## config.mk

```make
export PLATFORM = sky130hd
export DESIGN_NAME = fp_add_seq_flat
export DESIGN_NICKNAME = d
export VERILOG_FILES = /design/src/rtl/fp_add_seq_if.sv /design/src/rtl/fp_add_seq.sv /design/src/flat_wrapper.sv
export SDC_FILE = /design/constraint.sdc
export NUM_CORES = 1
export LEC_CHECK = 0
export ABC_CLOCK_PERIOD_IN_PS = 4600
export CORE_ASPECT_RATIO = 1.1
export CORE_UTILIZATION = 40
export CTS_CLUSTER_DIAMETER = 60
export DETAILED_ROUTE_END_ITERATION = 7
export GPL_TIMING_DRIVEN = 0
export PLACE_DENSITY = 0.63
export SETUP_SLACK_MARGIN = 0.5
export SYNTH_ARGS = -nofsm -noshare
export SYNTH_HDL_FRONTEND = slang
export SYNTH_SLANG_ARGS = --single-unit
```

## constraint.sdc

```tcl
create_clock -name clk -period 4.6 [get_ports clk]
set_input_delay 0.92 -clock clk [delete_from_list [all_inputs] [get_ports clk]]
set_output_delay 0.92 -clock clk [all_outputs]
set_load 0.05 [all_outputs]
```

## src/rtl/fp_add_seq_if.sv

```systemverilog
`default_nettype none
// ============================================================================
//  Module      : fp_add_seq_if
//  Description : Operand/result handshake bundle for the sequential
//                single-precision adder.
//  Revision    : 1.0 - initial release
// ============================================================================
interface fp_add_seq_if;
  logic        in_valid;
  logic        in_ready;
  logic [31:0] a;
  logic [31:0] b;
  logic        out_valid;
  logic        out_ready;
  logic [31:0] result;
  logic        ovf;

  // Producer/consumer side (drives operands, accepts results)
  modport master (
    output in_valid, a, b, out_ready,
    input  in_ready, out_valid, result, ovf
  );

  // Adder side
  modport slave (
    input  in_valid, a, b, out_ready,
    output in_ready, out_valid, result, ovf
  );
endinterface
`default_nettype wire

```

## src/rtl/fp_add_seq.sv

```systemverilog
`default_nettype none
// ============================================================================
//  Module      : fp_add_seq
//  Description : Multi-cycle IEEE-754 single-precision adder. One operation
//                in flight; 1-bit-per-cycle alignment and normalization,
//                round-to-nearest-even on guard/round/sticky.
//  Revision    : 1.0 - initial release
// ============================================================================
module fp_add_seq (
  input  wire logic   clk,
  input  wire logic   rst_n,
  fp_add_seq_if.slave bus
);

  typedef enum logic [2:0] {
    S_IDLE  = 3'd0,
    S_ALIGN = 3'd1,
    S_ADD   = 3'd2,
    S_NORM  = 3'd3,
    S_ROUND = 3'd4,
    S_DONE  = 3'd5
  } state_t;

  localparam logic [31:0] C_QNAN = 32'h7FC0_0000;

  state_t      r_state, w_state_nxt;
  logic        r_sx, w_sx_nxt;          // sign of larger-magnitude operand
  logic        r_sub, w_sub_nxt;        // operand signs differ
  logic        r_zsign, w_zsign_nxt;    // sign used for an exact-zero sum
  logic [8:0]  r_ex, w_ex_nxt;          // working exponent (room for 256)
  logic [23:0] r_mx, w_mx_nxt;          // larger mantissa
  logic [26:0] r_my, w_my_nxt;          // smaller mantissa + G/R/S
  logic [7:0]  r_diff, w_diff_nxt;      // remaining alignment distance
  logic [27:0] r_sum, w_sum_nxt;        // carry + 24-bit mantissa + G/R/S
  logic [31:0] r_result, w_result_nxt;
  logic        r_ovf, w_ovf_nxt;

  // Operand decode, only meaningful while capturing in IDLE
  logic [7:0]  w_ea, w_eb;
  logic [23:0] w_ma, w_mb;
  logic        w_a_nan, w_b_nan, w_a_inf, w_b_inf, w_special, w_a_ge_b;
  logic [31:0] w_spec_res;

  // Decode both operands and resolve NaN/Inf results up front
  always_comb begin
    w_ea     = (bus.a[30:23] == 8'd0) ? 8'd1 : bus.a[30:23];
    w_eb     = (bus.b[30:23] == 8'd0) ? 8'd1 : bus.b[30:23];
    w_ma     = {(bus.a[30:23] != 8'd0), bus.a[22:0]};
    w_mb     = {(bus.b[30:23] != 8'd0), bus.b[22:0]};
    w_a_nan  = (&bus.a[30:23]) && (|bus.a[22:0]);
    w_b_nan  = (&bus.b[30:23]) && (|bus.b[22:0]);
    w_a_inf  = (&bus.a[30:23]) && !(|bus.a[22:0]);
    w_b_inf  = (&bus.b[30:23]) && !(|bus.b[22:0]);
    w_special = (&bus.a[30:23]) || (&bus.b[30:23]);
    w_a_ge_b = ({w_ea, w_ma} >= {w_eb, w_mb});
    if (w_a_nan || w_b_nan || (w_a_inf && w_b_inf && (bus.a[31] != bus.b[31])))
      w_spec_res = C_QNAN;
    else if (w_a_inf)
      w_spec_res = bus.a;
    else
      w_spec_res = bus.b;
  end

  // Datapath arithmetic for ADD and ROUND
  logic [27:0] w_xext, w_yext, w_add;
  logic [23:0] w_rmant, w_fmant;
  logic        w_rup;
  logic [24:0] w_rsum;
  logic [8:0]  w_rexp;

  // Add/subtract aligned mantissas and apply round-to-nearest-even
  always_comb begin
    w_xext  = {1'b0, r_mx, 3'b000};
    w_yext  = {1'b0, r_my};
    w_add   = r_sub ? (w_xext - w_yext) : (w_xext + w_yext);
    w_rmant = r_sum[26:3];
    w_rup   = r_sum[2] & (r_sum[1] | r_sum[0] | r_sum[3]);
    w_rsum  = {1'b0, w_rmant} + {24'd0, w_rup};
    if (w_rsum[24]) begin
      w_fmant = w_rsum[24:1];
      w_rexp  = r_ex + 9'd1;
    end else begin
      w_fmant = w_rsum[23:0];
      w_rexp  = r_ex;
    end
  end

  // Next-state and next-datapath logic for the sequencing FSM
  always_comb begin
    w_state_nxt  = r_state;
    w_sx_nxt     = r_sx;
    w_sub_nxt    = r_sub;
    w_zsign_nxt  = r_zsign;
    w_ex_nxt     = r_ex;
    w_mx_nxt     = r_mx;
    w_my_nxt     = r_my;
    w_diff_nxt   = r_diff;
    w_sum_nxt    = r_sum;
    w_result_nxt = r_result;
    w_ovf_nxt    = r_ovf;
    case (r_state)
      S_IDLE: begin
        if (bus.in_valid) begin
          if (w_special) begin
            w_result_nxt = w_spec_res;
            w_ovf_nxt    = 1'b0;
            w_state_nxt  = S_DONE;
          end else begin
            w_sub_nxt   = bus.a[31] ^ bus.b[31];
            w_zsign_nxt = bus.a[31] & bus.b[31];
            if (w_a_ge_b) begin
              w_sx_nxt   = bus.a[31];
              w_ex_nxt   = {1'b0, w_ea};
              w_mx_nxt   = w_ma;
              w_my_nxt   = {w_mb, 3'b000};
              w_diff_nxt = w_ea - w_eb;
            end else begin
              w_sx_nxt   = bus.b[31];
              w_ex_nxt   = {1'b0, w_eb};
              w_mx_nxt   = w_mb;
              w_my_nxt   = {w_ma, 3'b000};
              w_diff_nxt = w_eb - w_ea;
            end
            w_state_nxt = S_ALIGN;
          end
        end
      end
      S_ALIGN: begin
        if (r_diff == 8'd0) begin
          w_state_nxt = S_ADD;
        end else if (r_diff >= 8'd27) begin
          // Everything lands below the round bit: only stickiness survives
          w_my_nxt    = {26'd0, |r_my};
          w_diff_nxt  = 8'd0;
          w_state_nxt = S_ADD;
        end else begin
          w_my_nxt   = {1'b0, r_my[26:2], r_my[1] | r_my[0]};
          w_diff_nxt = r_diff - 8'd1;
        end
      end
      S_ADD: begin
        w_sum_nxt = w_add;
        if (w_add == 28'd0) begin
          w_result_nxt = {r_zsign, 31'd0};
          w_ovf_nxt    = 1'b0;
          w_state_nxt  = S_DONE;
        end else begin
          w_state_nxt = S_NORM;
        end
      end
      S_NORM: begin
        if (r_sum[27]) begin
          w_sum_nxt   = {1'b0, r_sum[27:2], r_sum[1] | r_sum[0]};
          w_ex_nxt    = r_ex + 9'd1;
          w_state_nxt = S_ROUND;
        end else if (!r_sum[26] && (r_ex > 9'd1)) begin
          w_sum_nxt = {r_sum[26:0], 1'b0};
          w_ex_nxt  = r_ex - 9'd1;
        end else begin
          w_state_nxt = S_ROUND;
        end
      end
      S_ROUND: begin
        if (w_rexp >= 9'd255) begin
          w_result_nxt = {r_sx, 8'hFF, 23'd0};
          w_ovf_nxt    = 1'b1;
        end else begin
          // A mantissa without its leading one can only occur at exponent 1
          w_result_nxt = {r_sx, (w_fmant[23] ? w_rexp[7:0] : 8'd0), w_fmant[22:0]};
          w_ovf_nxt    = 1'b0;
        end
        w_state_nxt = S_DONE;
      end
      S_DONE: begin
        if (bus.out_ready) w_state_nxt = S_IDLE;
      end
      default: w_state_nxt = S_IDLE;
    endcase
  end

  // State and datapath registers; reset aborts any operation in flight
  always_ff @(posedge clk or negedge rst_n) begin
    if (!rst_n) begin
      r_state  <= S_IDLE;
      r_sx     <= 1'b0;
      r_sub    <= 1'b0;
      r_zsign  <= 1'b0;
      r_ex     <= 9'd0;
      r_mx     <= 24'd0;
      r_my     <= 27'd0;
      r_diff   <= 8'd0;
      r_sum    <= 28'd0;
      r_result <= 32'd0;
      r_ovf    <= 1'b0;
    end else begin
      r_state  <= w_state_nxt;
      r_sx     <= w_sx_nxt;
      r_sub    <= w_sub_nxt;
      r_zsign  <= w_zsign_nxt;
      r_ex     <= w_ex_nxt;
      r_mx     <= w_mx_nxt;
      r_my     <= w_my_nxt;
      r_diff   <= w_diff_nxt;
      r_sum    <= w_sum_nxt;
      r_result <= w_result_nxt;
      r_ovf    <= w_ovf_nxt;
    end
  end

  assign bus.in_ready  = (r_state == S_IDLE);
  assign bus.out_valid = (r_state == S_DONE);
  assign bus.result    = r_result;
  assign bus.ovf       = r_ovf;

endmodule
`default_nettype wire

```

## src/flat_wrapper.sv

```systemverilog
// flat-port wrapper written by rule: the top's interface ports become plain ports
module fp_add_seq_flat 
  (clk, rst_n, bus_in_valid, bus_a, bus_b, bus_out_ready, bus_in_ready, bus_out_valid, bus_result, bus_ovf);
  fp_add_seq_if bus_i ();
  input  wire logic clk;
  input  wire logic rst_n;
  input wire logic [$bits(bus_i.in_valid)-1:0] bus_in_valid;
  input wire logic [$bits(bus_i.a)-1:0] bus_a;
  input wire logic [$bits(bus_i.b)-1:0] bus_b;
  input wire logic [$bits(bus_i.out_ready)-1:0] bus_out_ready;
  output wire logic [$bits(bus_i.in_ready)-1:0] bus_in_ready;
  output wire logic [$bits(bus_i.out_valid)-1:0] bus_out_valid;
  output wire logic [$bits(bus_i.result)-1:0] bus_result;
  output wire logic [$bits(bus_i.ovf)-1:0] bus_ovf;
  assign bus_i.in_valid = bus_in_valid;
  assign bus_i.a = bus_a;
  assign bus_i.b = bus_b;
  assign bus_i.out_ready = bus_out_ready;
  assign bus_in_ready = bus_i.in_ready;
  assign bus_out_valid = bus_i.out_valid;
  assign bus_result = bus_i.result;
  assign bus_ovf = bus_i.ovf;
  fp_add_seq u_core (.clk(clk), .rst_n(rst_n), .bus(bus_i));
endmodule
```

==> results.py <==
metrics = {
    "status": {
        "status": "completed",
    },
    "synthesis": {
        "yosys_register_bits": 135,
        "synth_edf_count": 0,
        "synth_area_per_cell_um2": 7.44,
        "synthCells": 1672,
        "synth_flop_cell": "dfrtp_1",
        "seq_area_frac_synth_pct": 27.2,
        "yosysTopAreaCell": "dfrtp_1",
        "synth_top_area_share_pct": 27.2,
        "yosysMostFrequentCell": "nand2_1",
        "yosysWarnings": 0,
        "synthTopCellsByCount": "187 x nand2_1, 181 x o21ai_0, 149 x nor2_1, 135 x dfrtp_1, 131 x a21oi_1",
        "ys_types": 77,
        "syn_area_mm2": 0.0124,
        "synth-async-reset-ratio_pct": 100,
        "synth_nets": 1839,
        "synth.area.top_cells": "dfrtp_1 27%, ha_1 9.7%, o21ai_0 7.3%, nand2_1 5.6%, a21oi_1 5.3%",
    },
    "route": {
        "remaining_drc_errors": 0,
        "ant_nets": 0,
        "drt-initial-drc-count": 813,
        "drt-total-wl_um": 45400,
        "firstDrtPassIters": 5,
        "vias": 13200,
        "vias_per_cell": 5.88,
        "avgRoutedWirePerCell_um": 20.2,
    },
    "die": {
        "std_cell_rows": 67,
        "die_h_um": 187,
        "core_mm2": 0.0305,
        "initial_core_util_pct": 40.7,
        "pin_count": 103,
        "die_w_um": 170,
        "die-area_mm2": 0.0318,
    },
    "sta": {
        "hold_violations": 0,
        "period_minus_slack_ns": 4.03,
        "rsz0062_at_grt": "false",
        "period_share_pct": 87.6,
        "slew_headroom_pct": 21.1,
        "fmaxAchievable_ghz": 0.248,
        "tightest_slew_ns": 1.17,
        "fin_ws_ns": 0.572,
        "final_max_slew_viol_count": 0,
        "skew_ns": 0.0162,
        "setup_viol": 0,
    },
    "placed_design": {
        "io_buffer_count": 102,
        "dpl-instance-area_mm2": 0.0140,
        "place_ws_ns": -1.13,
        "place_congestion": 0.985,
        "dpl.hpwl_um": 35600,
    },
    "final_layout": {
        "fin_nets": 1984,
        "multi_input_area_mm2": 0.00859,
        "fillers": 3044,
        "syn_to_final_growth_pct": 22.5,
        "drive_above_1_share_pct": 9.29,
        "design_area_mm2": 0.0152,
        "n_antenna_cell": 0,
        "seq_area_mm2": 0.00338,
    },
    "clock_network": {
        "cts_tree": "done",
        "cts_buffers": 17,
        "h-tree-depth": 4,
        "insertion_delay_ns": 0.44,
        "clock_path_buffers": 2,
        "cts-root-buf": "clkbuf_16",
        "cts.sinks": 135,
        "hold_buffers": 0,
        "cts.clk_slew.worst_paths_ns": 0.07,
    },
    "worst_setup_path": {
        "startpoint": "u_core.r_my[11]$_DFFE_PN0P_",
        "crit_family": "simple AND/OR/NAND/NOR gates",
        "startpoint_type": "flop",
        "crit_path_end_kind": "flop",
        "r2r_slack_ns": 0.57,
        "crit_path_end": "u_core.bus.result[31]$_DFFE_PN0P_",
        "required_ns": 4.92,
        "critPathKind": "reg2reg",
        "cp_max_fo": 10,
        "path_depth": 14,
        "r2r-end": "u_core.bus.result[31]$_DFFE_PN0P_",
        "slowest_stage": "or4b_2",
        "slowest_delay_ns": 0.67,
        "critPathArrivalTime_ns": 4.35,
        "crit_buf_inv": 3,
        "regToRegStartpoint": "u_core.r_my[11]$_DFFE_PN0P_",
        "cp_cell_sequence": "inv_1, ha_1, clkbuf_4, a21oi_4, o21ai_0, a211o_1, o2111a_1, or4b_2, nand3_1, xnor2_1, nand4_1, buf_4, or4_1, o311a_1",
        "ff2ff_path_depth": 14,
    },
    "global_route": {
        "grtUsageTotal_pct": 28.4,
        "grt_first_pass_wirelength_um": 70700,
        "grt_max_degree": 73,
        "grt_pass1_vias": 12800,
        "antenna_found_initial": 0,
        "grt_overflow": 0,
    },
    "pwr": {
        "power.leakage_nw": 6.40,
        "peakVddDrop_mv": 0.302,
        "p_total_mw": 11.4,
        "power_density_mw_per_mm2": 748,
    },
    "run": {
        "cap_violations": 0,
    },
    "worst_hold_path": {
        "min-delay-path-class": "reg2reg",
    },
}
-- stage by stage --
stage	TNS (ns)	instances	hold WS, ns	utilization, %
final	0	2244	0.481	49.9
after global routing	0	2244	0.537	49.9
after CTS	0	2234	0.488	49.1
after detailed placement	-53.91	2189	0.473	45.9
after global placement	-461.51	2188	0.464	45.9
after floorplan	0	1672	0.446	-
-- layout make-up --
cell class / instances / area share (%)
repair buffers: 126 / 7.96
clock buffers: 17 / 2.79
multi-input cells: 1315 / 56.4
clock inverters: 15 / 1.17
flip-flops and latches: 135 / 22.2
plain buffers: 114 / 3.40
well taps: 414 / 3.40
inverters: 108 / 2.66
-- tightest hold or removal path, delay by kind of cell (launching register included) --
kind	cells	cell delay, ns
simple gates	1	0.04
flops	1	0.35
compound gates	1	0.06
-- layout by cell type, fill, tap and decap left out, types with 17 or more instances in the layout --
cell type / synthesis / layout
a21oi_1: 131 / 120
buf_4: 0 / 21
clkbuf_1: 93 / 79
clkbuf_16: 0 / 17
clkdlybuf4s50_1: 0 / 85
dfrtp_1: 135 / 134
ha_1: 96 / 95
inv_1: 108 / 107
mux2i_1: 52 / 42
nand2_1: 187 / 186
nand3_1: 48 / 48
nand4_1: 25 / 25
nor2_1: 149 / 147
nor3_1: 64 / 61
nor4_1: 29 / 27
o211ai_1: 21 / 21
o21ai_0: 181 / 175
o22ai_1: 36 / 35
xnor2_1: 33 / 33
xor2_1: 23 / 23
-- power by group --
group,internal (mW),switching (mW),leakage [nW]
sequential,1.73,0.576,1.69
clock,0.735,0.676,0.288
combinational,2.68,5.00,4.42
total,5.14,6.25,6.40
-- registers in the layout (all words and copies together) (netlist names), 3 cells and up --
signal,count
u_core.bus.result,32
u_core.r_diff,8
u_core.r_ex,9
u_core.r_mx,24
u_core.r_my,27
u_core.r_state,3
u_core.r_sum,28
-- cell families (layout without fill, tap and decap cells) --
logic type,Yosys count,count (layout),share of synthesized area (%)
mux,58,58,4.73
flops,135,135,27.2
fa+ha+maj,99,99,10.1
buf+inv,222,380,6.83
simple gates,605,605,23.2
xor+xnor,56,56,3.94
compound gates,497,497,24.0
-- how the worst min path moves through the flow --
stage / from / cells after the start / end / slack (ns)
3_3_place_gp: u_core.r_zsign$_DFFE_PN0P_ / 2 / u_core.r_zsign$_DFFE_PN0P_ / 0.46
5_1_grt: u_core.r_sum[0]$_DFFE_PN0P_ / 1 / u_core.r_sum[0]$_DFFE_PN0P_ / 0.54
2_1_floorplan: u_core.r_zsign$_DFFE_PN0P_ / 2 / u_core.r_zsign$_DFFE_PN0P_ / 0.45
6_report: u_core.r_sx$_DFFE_PN0P_ / 2 / u_core.r_sx$_DFFE_PN0P_ / 0.48
3_5_place_dp: u_core.r_sx$_DFFE_PN0P_ / 2 / u_core.r_sx$_DFFE_PN0P_ / 0.47
4_1_cts: u_core.r_sx$_DFFE_PN0P_ / 2 / u_core.r_sx$_DFFE_PN0P_ / 0.49
-- metal layers --
layer  GRT usage (%)  share of wire [%]  up-vias
li1                -                  -     6256
met1            36.6                 42     6350
met2            49.4                 50      509
met3            2.60                5.1       75
met4            9.60                3.0        0
met5               0                  0        -
-- what timing repair did --
item / in CTS / in global routing
gates resized for setup: 80 / 65
cloned: 0 / 1
setup endpoints to repair: 99 / 94
setup buffers: 13 / 9
pin swaps: 13 / 16
hold endpoints to repair: 0 / 0
No activity file was read; power rests on OpenSTA's default activity.
